### config.mk
export PLATFORM = sky130hd
export DESIGN_NAME = uart_frame_scheduler
export DESIGN_NICKNAME = d
export VERILOG_FILES = /design/src/rtl/uart_frame_scheduler.sv
export SDC_FILE = /design/constraint.sdc
export NUM_CORES = 1
export LEC_CHECK = 0
export ABC_CLOCK_PERIOD_IN_PS = 6400
export BUFFER_PORTS_ARGS = -buffer_cell sky130_fd_sc_hd__buf_2
export CORE_ASPECT_RATIO = 2
export CORE_MARGIN = 3
export CORE_UTILIZATION = 56
export DETAILED_ROUTE_END_ITERATION = 10
export GPL_ROUTABILITY_DRIVEN = 0
export PLACE_DENSITY = 0.86
export SYNTH_ARGS = -nofsm -noshare
export SYNTH_HDL_FRONTEND = slang
export SYNTH_SLANG_ARGS = --single-unit
### constraint.sdc
create_clock -name clk -period 6.4 [get_ports clk]
set_input_delay 0.64 -clock clk [delete_from_list [all_inputs] [get_ports clk]]
set_output_delay 0.64 -clock clk [all_outputs]
set_load 0.005 [all_outputs]
### src/rtl/uart_frame_scheduler.sv
// Sends one code per module UART in index order, waits for each echo with retry/timeout, then fires shoot if all acked.
// Optional build macro UART_SCHED_SKIP_IDLE_EN: modules whose code is 8'h00 are skipped entirely.
module uart_frame_scheduler #(
  parameter int NUM_MODULES = 9,
  parameter int ACK_TIMEOUT = 48000,
  parameter int MAX_RETRIES = 2,
  parameter int SHOOT_WIDTH = 48
) (
  input  logic                     clk,
  input  logic                     reset,
  input  logic                     frame_valid,
  output logic                     frame_ready,
  input  logic [8*NUM_MODULES-1:0] frame_data,
  output logic [7:0]               tx_data,
  output logic [NUM_MODULES-1:0]   start_tx,
  input  logic [NUM_MODULES-1:0]   tx_busy,
  input  logic [NUM_MODULES-1:0]   rx_done,
  input  logic [8*NUM_MODULES-1:0] data_received,
  input  logic [NUM_MODULES-1:0]   parity_error,
  output logic                     shoot,
  output logic                     frame_done,
  output logic                     frame_error,
  output logic [NUM_MODULES-1:0]   fail_mask
);

  localparam int IW = (NUM_MODULES > 1) ? $clog2(NUM_MODULES) : 1;
  localparam int TW = $clog2(ACK_TIMEOUT + 1);
  localparam int RW = $clog2(MAX_RETRIES + 2);
  localparam int SW = $clog2(SHOOT_WIDTH + 1);

  typedef enum logic [2:0] {IDLE, SEND, WAIT_ACK, NEXT, SHOOT, DONE} state_t;

  state_t                   state;
  logic [8*NUM_MODULES-1:0] codes;
  logic [IW-1:0]            idx;
  logic [RW-1:0]            retry;
  logic [TW-1:0]            timer;
  logic [SW-1:0]            shoot_cnt;

  logic [7:0] cur_code;
  logic [7:0] cur_echo;
  logic       rx_live;
  logic       echo_ok;
  logic       timed_out;

  // start_tx is still high on the first WAIT_ACK cycle, which masks an rx_done coinciding with it.
  always_comb begin
    cur_code  = codes[{idx, 3'b000} +: 8];
    cur_echo  = data_received[{idx, 3'b000} +: 8];
    rx_live   = rx_done[idx] && !start_tx[idx];
    echo_ok   = !parity_error[idx] && (cur_echo == cur_code);
    timed_out = (timer == TW'(ACK_TIMEOUT - 1));
  end

  always_ff @(posedge clk) begin
    if (reset) begin
      state       <= IDLE;
      frame_ready <= 1'b0;
      codes       <= '0;
      idx         <= '0;
      retry       <= '0;
      timer       <= '0;
      shoot_cnt   <= '0;
      tx_data     <= 8'h00;
      start_tx    <= '0;
      shoot       <= 1'b0;
      frame_done  <= 1'b0;
      frame_error <= 1'b0;
      fail_mask   <= '0;
    end else begin
      start_tx   <= '0;
      frame_done <= 1'b0;
      case (state)
        IDLE: begin
          frame_ready <= 1'b1;
          if (frame_valid && frame_ready) begin
            codes       <= frame_data;
            fail_mask   <= '0;
            idx         <= '0;
            retry       <= '0;
            frame_ready <= 1'b0;
            state       <= SEND;
          end
        end
        SEND: begin
          tx_data <= cur_code;
`ifdef UART_SCHED_SKIP_IDLE_EN
          if (cur_code == 8'h00) state <= NEXT;
          else
`endif
          if (!tx_busy[idx]) begin
            start_tx <= NUM_MODULES'(1) << idx;
            timer    <= '0;
            state    <= WAIT_ACK;
          end
        end
        WAIT_ACK: begin
          timer <= timer + 1'b1;
          // An echo landing on the expiry cycle is still judged on its content.
          if (rx_live && echo_ok) begin
            state <= NEXT;
          end else if (rx_live || timed_out) begin
            if (retry < RW'(MAX_RETRIES)) begin
              retry <= retry + 1'b1;
              state <= SEND;
            end else begin
              fail_mask[idx] <= 1'b1;
              state          <= NEXT;
            end
          end
        end
        NEXT: begin
          retry     <= '0;
          shoot_cnt <= '0;
          if (idx == IW'(NUM_MODULES - 1)) begin
            state <= SHOOT;
          end else begin
            idx   <= idx + 1'b1;
            state <= SEND;
          end
        end
        SHOOT: begin
          if (fail_mask != '0) begin
            state <= DONE;
          end else if (shoot_cnt == SW'(SHOOT_WIDTH)) begin
            shoot <= 1'b0;
            state <= DONE;
          end else begin
            shoot     <= 1'b1;
            shoot_cnt <= shoot_cnt + 1'b1;
          end
        end
        DONE: begin
          frame_done  <= 1'b1;
          frame_error <= |fail_mask;
          frame_ready <= 1'b1;
          state       <= IDLE;
        end
        default: state <= IDLE;
      endcase
    end
  end

endmodule

==> results of run 1 <==
[metal layers]
layer	vias up	wire, um	share of wire, %	GRT usage [%]
li1	3313	-	-	-
met1	3228	7330	33	32.7
met2	357	11400	51	54.4
met3	99	1650	7.4	6.14
met4	0	1850	8.3	26.0
met5	-	0	0	0
[synth_stat cells, types with 3 or more instances]
library cell | count | share of area, %
sky130_fd_sc_hd__nor3_1 | 16 | 1.2
sky130_fd_sc_hd__a21oi_1 | 106 | 7.8
sky130_fd_sc_hd__mux2i_1 | 58 | 8.5
sky130_fd_sc_hd__ha_1 | 7 | 1.3
sky130_fd_sc_hd__buf_1 | 4 | 0.22
sky130_fd_sc_hd__dfxtp_1 | 133 | 39
sky130_fd_sc_hd__inv_1 | 8 | 0.44
sky130_fd_sc_hd__xor2_1 | 15 | 1.9
sky130_fd_sc_hd__o21ai_0 | 16 | 1.2
sky130_fd_sc_hd__nand4_1 | 10 | 0.92
sky130_fd_sc_hd__buf_6 | 4 | 0.66
sky130_fd_sc_hd__a211oi_1 | 10 | 1.1
sky130_fd_sc_hd__o22ai_1 | 21 | 1.9
sky130_fd_sc_hd__nand2_1 | 183 | 10
sky130_fd_sc_hd__nand2b_1 | 5 | 0.46
sky130_fd_sc_hd__o221ai_1 | 7 | 0.90
sky130_fd_sc_hd__and2_1 | 10 | 0.92
sky130_fd_sc_hd__buf_4 | 5 | 0.55
sky130_fd_sc_hd__nand4b_1 | 4 | 0.51
sky130_fd_sc_hd__buf_2 | 11 | 0.81
sky130_fd_sc_hd__nor4_1 | 3 | 0.27
sky130_fd_sc_hd__clkbuf_1 | 37 | 2.0
sky130_fd_sc_hd__mux2_2 | 9 | 1.5
sky130_fd_sc_hd__nor2b_1 | 3 | 0.27
sky130_fd_sc_hd__a22oi_1 | 6 | 0.66
sky130_fd_sc_hd__nor2_1 | 62 | 3.4
sky130_fd_sc_hd__o21ai_1 | 12 | 0.88
sky130_fd_sc_hd__o22a_1 | 3 | 0.38
sky130_fd_sc_hd__nand3_1 | 24 | 1.8
sky130_fd_sc_hd__nand3b_1 | 7 | 0.77
sky130_fd_sc_hd__xnor2_1 | 13 | 1.7
[worst register-to-register path, cell delays in order, from the launching register on]
cell	delay (ps)
sky130_fd_sc_hd__dfxtp_2	950
sky130_fd_sc_hd__nand2b_1	660
sky130_fd_sc_hd__o22ai_1	620
sky130_fd_sc_hd__o22ai_1	170
sky130_fd_sc_hd__xnor2_1	210
sky130_fd_sc_hd__nand4_1	260
sky130_fd_sc_hd__or2_4	350
sky130_fd_sc_hd__a2111oi_4	270
[cells by family (layout without fill, tap and decap cells)]
logic type | after synthesis | after routing | share of synthesized area [%]
simple gates | 344 | 344 | 22.8
flops | 133 | 133 | 39.0
buf+inv | 73 | 250 | 5.33
fa+ha+maj | 7 | 7 | 1.28
mux | 69 | 69 | 10.3
xor+xnor | 28 | 28 | 3.59
other cells | 0 | 1 | 0
compound gates | 200 | 200 | 17.6
[cell type report]
| type | instances | area [um2] | area share [%] |
|---|---|---|---|
| Inverter | 10 | 37.5 | 0.446 |
| Timing Repair Buffer | 208 | 1060 | 12.6 |
| Sequential cell | 133 | 2670 | 31.7 |
| Tap cell | 145 | 181 | 2.16 |
| Antenna cell | 1 | 2.50 | 0.0297 |
| Clock inverter | 13 | 218 | 2.59 |
| Multi-Input combinational cell | 648 | 3810 | 45.3 |
| Clock buffer | 19 | 443 | 5.26 |
[where the power goes]
part | internal [mW] | switching (mW)
Sequential | 0.857 | 0.0188
Clock | 0.708 | 0.376
Combinational | 0.0869 | 0.122
Total | 1.65 | 0.516
[cells in the final DEF (no fill, tap or decap), types with 8 or more instances in the layout]
| cell | synthesis | routed |
|---|---|---|
| sky130_fd_sc_hd__nor3_1 | 16 | 16 |
| sky130_fd_sc_hd__clkbuf_16 | 0 | 17 |
| sky130_fd_sc_hd__o21ai_0 | 16 | 16 |
| sky130_fd_sc_hd__nand4_1 | 10 | 10 |
| sky130_fd_sc_hd__nor2_1 | 62 | 61 |
| sky130_fd_sc_hd__and2_1 | 10 | 10 |
| sky130_fd_sc_hd__a211oi_1 | 10 | 10 |
| sky130_fd_sc_hd__xnor2_1 | 13 | 13 |
| sky130_fd_sc_hd__xor2_1 | 15 | 15 |
| sky130_fd_sc_hd__nand2_1 | 183 | 183 |
| sky130_fd_sc_hd__inv_1 | 8 | 8 |
| sky130_fd_sc_hd__o21ai_1 | 12 | 12 |
| sky130_fd_sc_hd__mux2_2 | 9 | 9 |
| sky130_fd_sc_hd__buf_2 | 11 | 202 |
| sky130_fd_sc_hd__dfxtp_1 | 133 | 131 |
| sky130_fd_sc_hd__a21oi_1 | 106 | 106 |
| sky130_fd_sc_hd__mux2i_1 | 58 | 58 |
| sky130_fd_sc_hd__o22ai_1 | 21 | 21 |
| sky130_fd_sc_hd__nand3_1 | 24 | 24 |
[worst max-delay path by stage]
stage,from,end
2_1_floorplan,parity_error[8],state[1]
3_5_place_dp,idx[2],state[1]
3_3_place_gp,idx[2],state[1]
4_1_cts,idx[2],state[1]
5_1_grt,idx[2],fail_mask[7]
6_report,idx[2],state[1]
[sequential cells by signal, summed over array words and instances, names as in the netlist]
register	flops
start_tx	9
codes	72
timer	16
shoot_cnt	6
frame_done	1
idx	4
fail_mask	9
retry	2
frame_ready	1
state	3
shoot	1
tx_data	8
frame_error	1
[metrics by stage]
stage | worst slack [ps] | instances
floorplan | 3930 | 854
global placement | 3000 | 1144
detailed placement | 2970 | 1144
CTS | 2960 | 1176
global route | 2600 | 1177
finish | 2820 | 1177
==> impl_metrics.sql, run 1 <==
INSERT INTO impl_metrics (metric_group, metric, value, unit) VALUES
('sta', 'min_period_over_period', '56.0', '%'),
('floorplan', 'std_cell_rows', '56', ''),
('critical_path', 'cp-end-kind', 'flip-flop', ''),
('drt', 'detailedRoute.firstIterationViolations', '574', ''),
('critical_path', 'criticalPathCategory', 'reg -> reg', ''),
('sta', 'maxClockFrequency', '279', 'MHz'),
('finish', 'filler_cell_count', '946', ''),
('sta', 'finalWorstPathRequiredPeriod', '3580', 'ps'),
('critical_path', 'worstRegToRegCells', '7', ''),
('finish', 'postLayoutCoreUtil', '71.0', '%'),
('synthesis', 'synthesis.area_per_instance', '7.99', 'um2'),
('sta', 'drv_slew', '0', ''),
('critical_path', 'cp_delay_by_family_top', 'simple AND/OR/NAND/NOR gates', ''),
('critical_path', 'depth_of_the_critical_timing_path_with_buffers_and_inverters_included', '7', ''),
('floorplan', 'ioPinCount', '204', ''),
('place', 'portBuffers', '203', ''),
('critical_path', 'reg2reg_from', 'idx[2]', ''),
('sta', 'timing.slew.headroom', '25.9', '%'),
('finish', 'finalInstanceArea', '0.00841', 'mm2'),
('floorplan', 'die_x', '84.1', 'um'),
('sta', 'report.final.setup_viol', '0', ''),
('critical_path', 'worst-endpoint-arrival', '3900', 'ps'),
('drt', 'detail_route.first_pass.iterations', '5', ''),
('grt', 'global_route_wire_length_before_repair', '33.6', 'mm'),
('sta', 'final-hold-violation-count', '0', ''),
('drt', 'route.detailed.drc', '0', ''),
('critical_path', 'critical_path.reg2reg.endpoint', 'state[1]', ''),
('synthesis', 'synth_seq_cells', '133', ''),
('critical_path', 'crit_buf_inv', '0', ''),
('clocking', 'cts_tree', 'yes', ''),
('synthesis', 'synthDistinctLibCells', '63', ''),
('floorplan', 'floorplan.core_area', '0.0118', 'mm2'),
('critical_path', 'worst-r2r-setup-slack', '2820', 'ps'),
('synthesis', 'synth_seq_area_share', '39.0', '%'),
('sta', 'finClkSkew', '8.11', 'ps'),
('critical_path', 'crit_top_cell', 'sky130_fd_sc_hd__o22ai_1', ''),
('worst_hold_path', 'hp-class', 'in -> reg', ''),
('finish', 'post_route_cells_drive_above_1_share', '25.6', '%'),
('critical_path', 'worst_ep_required_time', '6720', 'ps'),
('clocking', 'cts_made_buffers', '17', ''),
('critical_path', 'crit_path_start_kind', 'flip-flop', ''),
('sta', 'worst_slew_pin_slew', '1110', 'ps'),
('synthesis', 'syn-cell-area', '0.00683', 'mm2'),
('floorplan', 'design.die.area', '0.0136', 'mm2'),
('worst_hold_path', 'min-delay-start', 'frame_data[4]', ''),
('drt', 'routed_wire_length_per_instance', '18.9', 'um'),
('status', 'status', 'finished, final reports clean', ''),
('drt', 'antenna_violating_nets_post_route', '0', ''),
('critical_path', 'path_max_fanout', '41', ''),
('critical_path', 'crit_path_cell_trace', 'nand2b_1 > o22ai_1 > o22ai_1 > xnor2_1 > nand4_1 > or2_4 > a2111oi_4', ''),
('worst_hold_path', 'hold-path-cell-count', '3', ''),
('clocking', 'cts.repair_timing.setup_buffer_count', '0', ''),
('grt', 'antenna_found_initial', '1', ''),
('power_and_ir_drop', 'total_power', '2.17', 'mW'),
('power_and_ir_drop', 'power.density', '258', 'mW/mm2'),
('sta', 'worst_hold_slack', '450', 'ps'),
('synthesis', 'synthesis.instances', '854', ''),
('finish', 'flow.area_growth_from_synthesis', '23.2', '%'),
('synthesis', 'synth_enable_flop_cells', '0', ''),
('synthesis', 'synth_async_sr_flop_share', '0', '%'),
('clocking', 'clock_tree.root_cell', 'sky130_fd_sc_hd__clkbuf_16', ''),
('clocking', 'clock_latency', '420', 'ps'),
('critical_path', 'slowest_delay', '950', 'ps'),
('worst_hold_path', 'hold_end', 'codes[4]', ''),
('grt', 'grt.total_usage', '31.6', '%'),
('place', 'detailed_place.area', '0.00775', 'mm2'),
('place', 'place_hpwl', '16.3', 'mm'),
('finish', 'final_net_count', '1199', ''),
('floorplan', 'fp.dieH', '162', 'um'),
('synthesis', 'synth_fp_nets', '1035', ''),
('clocking', 'clock_sink_count', '133', '');
Note: power is estimated with default switching activity, not from simulation.
==> run 2, diff against run 1 <==
- ABC_AREA: default -> 1
- ABC_CLOCK_PERIOD_IN_PS: 6400 -> 3500
- CORE_UTILIZATION: 56 -> 53
- PLACE_DENSITY: 0.86 -> 0.81
- clock period: 6.4 -> 3.5 ns (I/O delays scaled with it)
==> run 2 against run 1 <==
Combinational power rose to 7.2 times the previous value. Register-to-register slack worse by 2100 ps. Critical path depth up 7. Clock-buffer cell count down 2. Global-route usage down 0.73 points. Design area up 8.3%. Non-clock buffer count up 5. Clock skew up 0.71 ps. Via count up 20%. Sequential share of layout area down 2.4 points. Clock power up 70%. Total power up 140%. Largest cell class unchanged.
==> impl_metrics.sql, run 2 <==
INSERT INTO impl_metrics (metric_group, metric, value, unit) VALUES
('critical_path', 'worstRegToRegCells', '14', ''),
('finish', 'layout.cells.non_filler', '1550', ''),
('power_and_ir_drop', 'share_comb_of_total_power', '29.0', '%'),
('place', 'portBuffers', '203', ''),
('finish', 'post_route_cells_drive_above_1_share', '20.3', '%'),
('floorplan', 'floorplan.core_area', '0.0136', 'mm2'),
('clocking', 'cts_max_path_buffers', '2', ''),
('sta', 'maxClockFrequency', '359', 'MHz'),
('synthesis', 'synth_async_sr_flop_share', '0', '%'),
('power_and_ir_drop', 'p_leak', '4.30', 'nW'),
('synthesis', 'yosysTopAreaCellShare', '35.7', '%'),
('grt', 'grt-ovfl-total', '0', ''),
('grt', 'antenna_found_initial', '0', ''),
('power_and_ir_drop', 'p_switching', '1.81', 'mW'),
('drt', 'dr_total_vias', '8397', ''),
('sta', 'finalWorstPathRequiredPeriod', '2790', 'ps'),
('finish', 'flow.area_growth_from_synthesis', '22.0', '%'),
('synthesis', 'synth_enable_flop_cells', '0', ''),
('floorplan', 'initial_utilization', '55.0', '%'),
('finish', 'final_cell_mix', 'sky130_fd_sc_hd__nand2_1, sky130_fd_sc_hd__buf_2, sky130_fd_sc_hd__inv_1, sky130_fd_sc_hd__dfxtp_1, sky130_fd_sc_hd__nor2_1', ''),
('status', 'status', 'finished, final reports clean', ''),
('synthesis', 'ys_warn_count', '0', ''),
('sta', 'setup-tns-final', '0', 'ps'),
('drt', 'route.detailed.drc', '0', ''),
('finish', 'largest_register_ffs', '72', ''),
('worst_hold_path', 'hold-path-cell-count', '3', ''),
('synthesis', 'top_cells_by_count_synth', 'sky130_fd_sc_hd__nand2_1, sky130_fd_sc_hd__inv_1, sky130_fd_sc_hd__dfxtp_1', ''),
('finish', 'antenna_cells_inserted', '0', ''),
('place', 'place_hpwl', '18.1', 'mm'),
('clocking', 'clock_latency', '420', 'ps'),
('clocking', 'cts_tree', 'yes', ''),
('sta', 'drv_slew', '0', ''),
('synthesis', 'synth.most_common_cell', 'sky130_fd_sc_hd__nand2_1', ''),
('synthesis', 'synth_top_family_by_area', 'simple AND/OR/NAND/NOR gates', ''),
('clocking', 'cts.repair_timing.setup_buffer_count', '0', ''),
('critical_path', 'worst_ep_required_time', '3850', 'ps'),
('grt', 'first_global_vias', '8174', ''),
('finish', 'reg.largest.list', 'codes: 72 flops, timer: 16 flops', ''),
('clocking', 'ctsHoldBuffers', '0', ''),
('synthesis', 'synth_compound_area_share', '17.3', '%'),
('synthesis', 'synth_seq_area_share', '35.7', '%'),
('clocking', 'cts_made_buffers', '17', ''),
('grt', 'grt_max_degree', '110', ''),
('grt', 'global_route_wire_length_before_repair', '39.2', 'mm'),
('finish', 'final_net_count', '1533', ''),
('synthesis', 'synth_top_area_cell', 'sky130_fd_sc_hd__dfxtp_1', ''),
('sta', 'rsz0062_at_grt', 'false', ''),
('run', 'timing.max_cap.violations', '0', ''),
('sta', 'report.final.setup_viol', '0', ''),
('synthesis', 'post_synth_fa_ha_maj_area_fraction', '1.17', '%'),
('sta', 'final-hold-violation-count', '0', ''),
('drt', 'routed_wire_length_per_instance', '15.8', 'um'),
('drt', 'detailedRoute.firstIterationViolations', '633', ''),
('power_and_ir_drop', 'sequential_fraction_of_design_power', '35.6', '%'),
('drt', 'vias_per_cell', '5.42', ''),
('finish', 'layout_commonest_cell', 'sky130_fd_sc_hd__nand2_1', ''),
('sta', 'min_period_over_period', '79.6', '%'),
('synthesis', 'multiplexer_fraction_of_the_synthesized_cell_area', '0', '%'),
('power_and_ir_drop', 'power_report.internal_total', '3.38', 'mW'),
('floorplan', 'ioPinCount', '204', ''),
('power_and_ir_drop', 'swShare', '34.8', '%'),
('drt', 'antenna_violating_nets_post_route', '0', ''),
('synthesis', 'synth_seq_cells', '133', ''),
('sta', 'worst_slew_pin_slew', '850', 'ps'),
('power_and_ir_drop', 'clock_power_share', '35.4', '%'),
('sta', 'worst_hold_slack', '201', 'ps'),
('floorplan', 'fp.dieH', '174', 'um'),
('synthesis', 'synth_fp_nets', '1366', ''),
('synthesis', 'synthDistinctLibCells', '37', ''),
('worst_hold_path', 'hp-class', 'in -> reg', ''),
('clocking', 'clock_tree.root_cell', 'sky130_fd_sc_hd__clkbuf_16', ''),
('floorplan', 'std_cell_rows', '60', ''),
('floorplan', 'die_x', '89.9', 'um'),
('clocking', 'clock_sink_count', '133', ''),
('drt', 'route.final.wire_length', '24.6', 'mm'),
('synthesis', 'syn-cell-area', '0.00747', 'mm2'),
('sta', 'finClkSkew', '8.81', 'ps'),
('critical_path', 'cp-end-kind', 'flip-flop', ''),
('synthesis', 'synth_top_flop_cell', 'sky130_fd_sc_hd__dfxtp_1', ''),
('critical_path', 'criticalPathCategory', 'reg -> reg', ''),
('synthesis', 'synthesis.area_per_instance', '6.30', 'um2'),
('floorplan', 'design.die.area', '0.0156', 'mm2'),
('clocking', 'worst_setup_hold_path_clk_slew', '60', 'ps'),
('drt', 'detail_route.first_pass.iterations', '7', ''),
('sta', 'timing.slew.headroom', '41.9', '%'),
('finish', 'finalInstanceArea', '0.00911', 'mm2'),
('synthesis', 'synthesis.instances', '1185', ''),
('finish', 'top_register', 'codes', ''),
('clocking', 'cts_htree_levels', '4', ''),
('place', 'detailed_place.area', '0.00851', 'mm2'),
('synthesis', 'synth_xor_xnor_area_share', '0.352', '%'),
('place', 'dpl.cell_count', '1519', ''),
('critical_path', 'crit_path_start_kind', 'flip-flop', ''),
('power_and_ir_drop', 'ir_drop', '390', 'uV'),
('power_and_ir_drop', 'power.density', '569', 'mW/mm2'),
('grt', 'grt.total_usage', '30.9', '%'),
('synthesis', 'cell_types_occupying_the_most_area_after_synthesis', 'sky130_fd_sc_hd__dfxtp_1, sky130_fd_sc_hd__nand2_1, sky130_fd_sc_hd__inv_1', ''),
('clocking', 'ctsResizeCount', '0', ''),
('critical_path', 'worst-endpoint-arrival', '3140', 'ps'),
('critical_path', 'path_max_fanout', '25', ''),
('synthesis', 'post_synthesis_simple_gate_area_fraction', '32.2', '%');
## run 2: changes by cell type in the layout (fill, tap and decap cells not counted), moves of 14 or more
| cell | before | now |
|---|---|---|
| sky130_fd_sc_hd__nand3_1 | 24 | 95 |
| sky130_fd_sc_hd__o211ai_1 | 1 | 18 |
| sky130_fd_sc_hd__inv_1 | 8 | 168 |
| sky130_fd_sc_hd__xor2_1 | 15 | 1 |
| sky130_fd_sc_hd__o21ai_0 | 16 | 89 |
| sky130_fd_sc_hd__o22ai_1 | 21 | 1 |
| sky130_fd_sc_hd__mux2i_1 | 58 | 0 |
| sky130_fd_sc_hd__nor2_1 | 61 | 119 |
| sky130_fd_sc_hd__nand2_1 | 183 | 268 |
## run 2: through the flow
| stage | util [%] | setup WS [ps] | power (mW) |
|---|---|---|---|
| 4_1_cts | 67.0 | 733 | 5.17 |
| 6_report | 67.0 | 714 | 5.18 |
| 5_1_grt | 67.0 | 426 | 5.45 |
| 3_3_place_gp | 62.6 | 797 | 3.31 |
| 3_5_place_dp | 62.6 | 753 | 3.34 |
| 2_1_floorplan | - | 1610 | 2.87 |
## run 2: logic make-up (layout without fill, tap and decap cells)
family	after synthesis	after routing
buffers and inverters	239	418
and+or+nand+nor	559	559
adders and majority gates	7	7
DFF	133	133
AOI/OAI and AO/OA	244	244
xor gates and xnor gates	3	3
## run 2: layout make-up
class                           count  area (um2)
Fill cell                        1253        4480
Inverter                          174         653
Multi-Input combinational cell    813        3820
Clock buffer                       17         425
Sequential cell                   133        2670
Tap cell                          186         233
Clock inverter                     14         178
Timing Repair Buffer              213        1130
## run 2: worst max-delay path, cell delays in order, from the launching register on
cell and delay (ps):
sky130_fd_sc_hd__dfxtp_1 500, sky130_fd_sc_hd__inv_2 120, sky130_fd_sc_hd__nor2_4 570, sky130_fd_sc_hd__nand3_1 300, sky130_fd_sc_hd__nand3_1 170, sky130_fd_sc_hd__inv_1 50, sky130_fd_sc_hd__nor2_1 90, sky130_fd_sc_hd__nand2_1 60
sky130_fd_sc_hd__nand2_1 60, sky130_fd_sc_hd__nand2_1 60, sky130_fd_sc_hd__nor2_2 90, sky130_fd_sc_hd__nand3_2 260, sky130_fd_sc_hd__nand4_1 180, sky130_fd_sc_hd__nand2_1 80, sky130_fd_sc_hd__nor2_1 110
## run 2: path summary, 6_finish.rpt
kind                                     start        end  slack [ps]
worst max-delay path                    idx[2]   retry[0]         710
worst min-delay path            frame_data[33]  codes[33]         200
worst max register to register          idx[2]   retry[0]         710
worst min register to register        timer[4]   timer[4]         450
## run 2: routing by layer
metal / vias to the layer above / share of wire, % / track usage (%)
met2: 349 / 52 / 56.4
met3: 79 / 5.6 / 5.47
met5: - / 0 / 0
met4: 0 / 5.0 / 16.5
met1: 3832 / 37 / 33.6
li1: 4137 / - / -
## run 2: power groups by stage
stage          sequential (mW)  clock, mW  combinational, mW
6_report                  1.84       1.84               1.50
5_1_grt                   1.86       1.91               1.68
4_1_cts                   1.84       1.85               1.48
3_5_place_dp              1.87          0               1.47
3_3_place_gp              1.86          0               1.44
2_1_floorplan             1.85          0               1.02
==> run 3, diff against run 2 <==
- ABC_CLOCK_PERIOD_IN_PS: 3500 -> 2550
- CORE_UTILIZATION: 53 -> 48
- PLACE_DENSITY: 0.81 -> 0.77
- clock period: 3.5 -> 2.55 ns (I/O delays scaled with it)
==> run 3 against run 2 <==
Clock power is 28% higher. Hold slack got worse by 95 ps. Wire length increased by 0.59%. Via count is 0.19% higher. Design area grew 2.0%. Global-route usage down 2.5 points. Combinational power rose by 42%. Total power is 36% higher. Clock skew grew 3.8 ps. Clock-buffer cell count is 1 higher. Final cell count up 1.9%.
==> impl_metrics.sql, run 3 (same netlist as run 2, synthesis figures left out) <==
INSERT INTO impl_metrics (metric_group, metric, value, unit) VALUES
('clocking', 'cts_max_path_buffers', '2', ''),
('floorplan', 'design.die.area', '0.0172', 'mm2'),
('worst_hold_path', 'min-delay-start', 'frame_data[55]', ''),
('drt', 'wl_met2', '13.1', 'mm'),
('finish', 'top_register', 'codes', ''),
('power_and_ir_drop', 'total_power', '7.03', 'mW'),
('worst_hold_path', 'hold_end', 'codes[55]', ''),
('floorplan', 'floorplan.core_area', '0.0151', 'mm2'),
('floorplan', 'initial_utilization', '49.6', '%'),
('grt', 'grt.total_usage', '28.4', '%'),
('drt', 'route.detailed.drc', '0', ''),
('place', 'detailed_place.area', '0.00867', 'mm2'),
('sta', 'report.final.setup_viol', '0', ''),
('drt', 'dr_total_vias', '8413', ''),
('drt', 'detailedRoute.firstIterationViolations', '549', ''),
('drt', 'vias_per_cell', '5.32', ''),
('drt', 'detail_route.first_pass.iterations', '7', ''),
('grt', 'grt-ovfl-total', '0', ''),
('clocking', 'clock_sink_count', '133', ''),
('critical_path', 'crit_path_cell_trace', 'nor2_4 > buf_6 > nand2_1 > o21ai_0 > o21ai_0 > nand2_1 > nand2_1 > nand2_1 > nor2_1 > nand3_4 > nand3_1 > nand2_1 > inv_1 > nor2_1', ''),
('sta', 'finalWorstPathRequiredPeriod', '2330', 'ps'),
('place', 'portBuffers', '203', ''),
('critical_path', 'crit_buf_inv', '2', ''),
('drt', 'routed_wire_length_per_instance', '15.6', 'um'),
('clocking', 'cts_made_buffers', '17', ''),
('critical_path', 'crit_path_start_kind', 'flip-flop', ''),
('power_and_ir_drop', 'ir_drop', '629', 'uV'),
('drt', 'met3WireLength', '1.49', 'mm'),
('finish', 'largest_register_ffs', '72', ''),
('power_and_ir_drop', 'p_leak', '4.40', 'nW'),
('clocking', 'cts_htree_levels', '4', ''),
('sta', 'maxClockFrequency', '429', 'MHz'),
('finish', 'flow.area_growth_from_synthesis', '24.4', '%'),
('sta', 'worst_slew_pin_slew', '613', 'ps'),
('worst_hold_path', 'hp-class', 'in -> reg', ''),
('critical_path', 'crit_top_cell', 'sky130_fd_sc_hd__nand2_1', ''),
('drt', 'wirelength_met1', '8.67', 'mm'),
('grt', 'grt_max_degree', '69', ''),
('sta', 'final-hold-violation-count', '0', ''),
('critical_path', 'worst-r2r-setup-slack', '220', 'ps'),
('clocking', 'cts_tree', 'yes', ''),
('sta', 'rsz0062_at_grt', 'false', ''),
('clocking', 'ctsHoldBuffers', '0', ''),
('drt', 'route.final.wire_length', '24.7', 'mm'),
('critical_path', 'timing.critical_path.slowest_stage_cell', 'sky130_fd_sc_hd__dfxtp_1', ''),
('worst_hold_path', 'hold-path-cell-count', '3', ''),
('critical_path', 'critical_path.reg2reg.endpoint', 'retry[0]', ''),
('critical_path', 'worst-endpoint-arrival', '2660', 'ps'),
('sta', 'setup-tns-final', '0', 'ps'),
('sta', 'finClkSkew', '12.6', 'ps'),
('place', 'dpl.cell_count', '1545', ''),
('clocking', 'clock_latency', '430', 'ps'),
('critical_path', 'cp_delay_by_family_top', 'simple AND/OR/NAND/NOR gates', ''),
('clocking', 'clock_tree.root_cell', 'sky130_fd_sc_hd__clkbuf_16', ''),
('finish', 'antenna_cells_inserted', '0', ''),
('place', 'place_hpwl', '18.9', 'mm'),
('critical_path', 'slowest_delay', '490', 'ps'),
('sta', 'worst_hold_slack', '107', 'ps'),
('finish', 'final_cell_mix', 'sky130_fd_sc_hd__nand2_1, sky130_fd_sc_hd__buf_2, sky130_fd_sc_hd__inv_1, sky130_fd_sc_hd__dfxtp_1, sky130_fd_sc_hd__nor2_1', ''),
('floorplan', 'fp.dieH', '182', 'um'),
('grt', 'antenna_found_initial', '0', ''),
('run', 'timing.max_cap.violations', '0', ''),
('sta', 'min_period_over_period', '91.4', '%'),
('critical_path', 'reg2reg_from', 'idx[2]', ''),
('drt', 'top_layer', 'met4', ''),
('finish', 'layout_commonest_cell', 'sky130_fd_sc_hd__nand2_1', ''),
('critical_path', 'worst_ep_required_time', '2880', 'ps'),
('finish', 'layout.cells.non_filler', '1580', ''),
('finish', 'reg.largest.list', 'codes: 72 flops, timer: 16 flops', ''),
('clocking', 'worst_setup_hold_path_clk_slew', '60', 'ps'),
('grt', 'first_global_vias', '8033', ''),
('critical_path', 'worstRegToRegCells', '14', ''),
('floorplan', 'ioPinCount', '204', ''),
('sta', 'timing.slew.headroom', '59.1', '%'),
('critical_path', 'criticalPathCategory', 'reg -> reg', ''),
('finish', 'post_route_cells_drive_above_1_share', '21.6', '%'),
('finish', 'final_net_count', '1553', ''),
('floorplan', 'die_x', '94.2', 'um'),
('critical_path', 'cp-end-kind', 'flip-flop', ''),
('finish', 'finalInstanceArea', '0.00929', 'mm2'),
('power_and_ir_drop', 'power.density', '756', 'mW/mm2'),
('status', 'status', 'finished, final reports clean', ''),
('drt', 'antenna_violating_nets_post_route', '0', ''),
('grt', 'global_route_wire_length_before_repair', '38.4', 'mm'),
('critical_path', 'path_max_fanout', '23', ''),
('sta', 'drv_slew', '0', ''),
('floorplan', 'std_cell_rows', '63', '');
## run 3: changes by cell type in the layout (fill, tap and decap cells not counted), sizes merged
| cell | previous run | this run |
|---|---|---|
| clkinv | 3 | 2 |
| clkbuf | 17 | 18 |
| buf | 213 | 233 |
| bufinv | 3 | 0 |
| inv | 178 | 182 |
## run 3: routing by layer
layer | global-route usage, % | vias to the layer above
met2 | 51.3 | 372
met1 | 30.8 | 3750
met3 | 4.17 | 107
met4 | 15.7 | 0
li1 | - | 4184
met5 | 0 | -
## run 3: area by class of cell
class	count	area, um2
clock buffers	18	439
clock inverters	14	131
fillers	1443	5770
inverters	174	657
multi-input cells	813	3830
flip-flops and latches	133	2670
well taps	195	244
repair buffers	233	1320
## run 3: worst max-delay path by stage
stage	start	end	slack (ps)	cells past startpoint
after CTS	idx[2]	retry[0]	160	14
after global placement	idx[3]	retry[0]	200	16
final	idx[2]	retry[0]	220	14
after floorplan	idx[1]	idx[0]	660	12
after detailed placement	idx[2]	retry[0]	220	14
after global routing	idx[2]	timer[12]	20	16
## run 3: repair_timing
item / 4_1_cts / 5_1_grt
setup buffers: 0 / 3
endpoints found under the setup margin: 0 / 3
gates resized for setup: 0 / 3
## run 3: tightest hold or removal path, cell delays in order
cell and delay [ps]:
sky130_fd_sc_hd__buf_2 100, sky130_fd_sc_hd__nand3_1 70, sky130_fd_sc_hd__a21oi_1 60
## run 3: report_power, final
part / switching (mW) / internal, mW / total [mW]
Combinational: 1.39 / 0.743 / 2.13
Sequential: 0.132 / 2.40 / 2.53
Clock: 1.05 / 1.31 / 2.36
Total: 2.57 / 4.46 / 7.03
## run 3: stage by stage
step | setup WS (ps) | utilization [%]
floorplan | 661 | -
global placement | 200 | 57.6
detailed placement | 218 | 57.6
CTS | 161 | 61.4
global route | 17.8 | 61.7
finish | 219 | 61.7
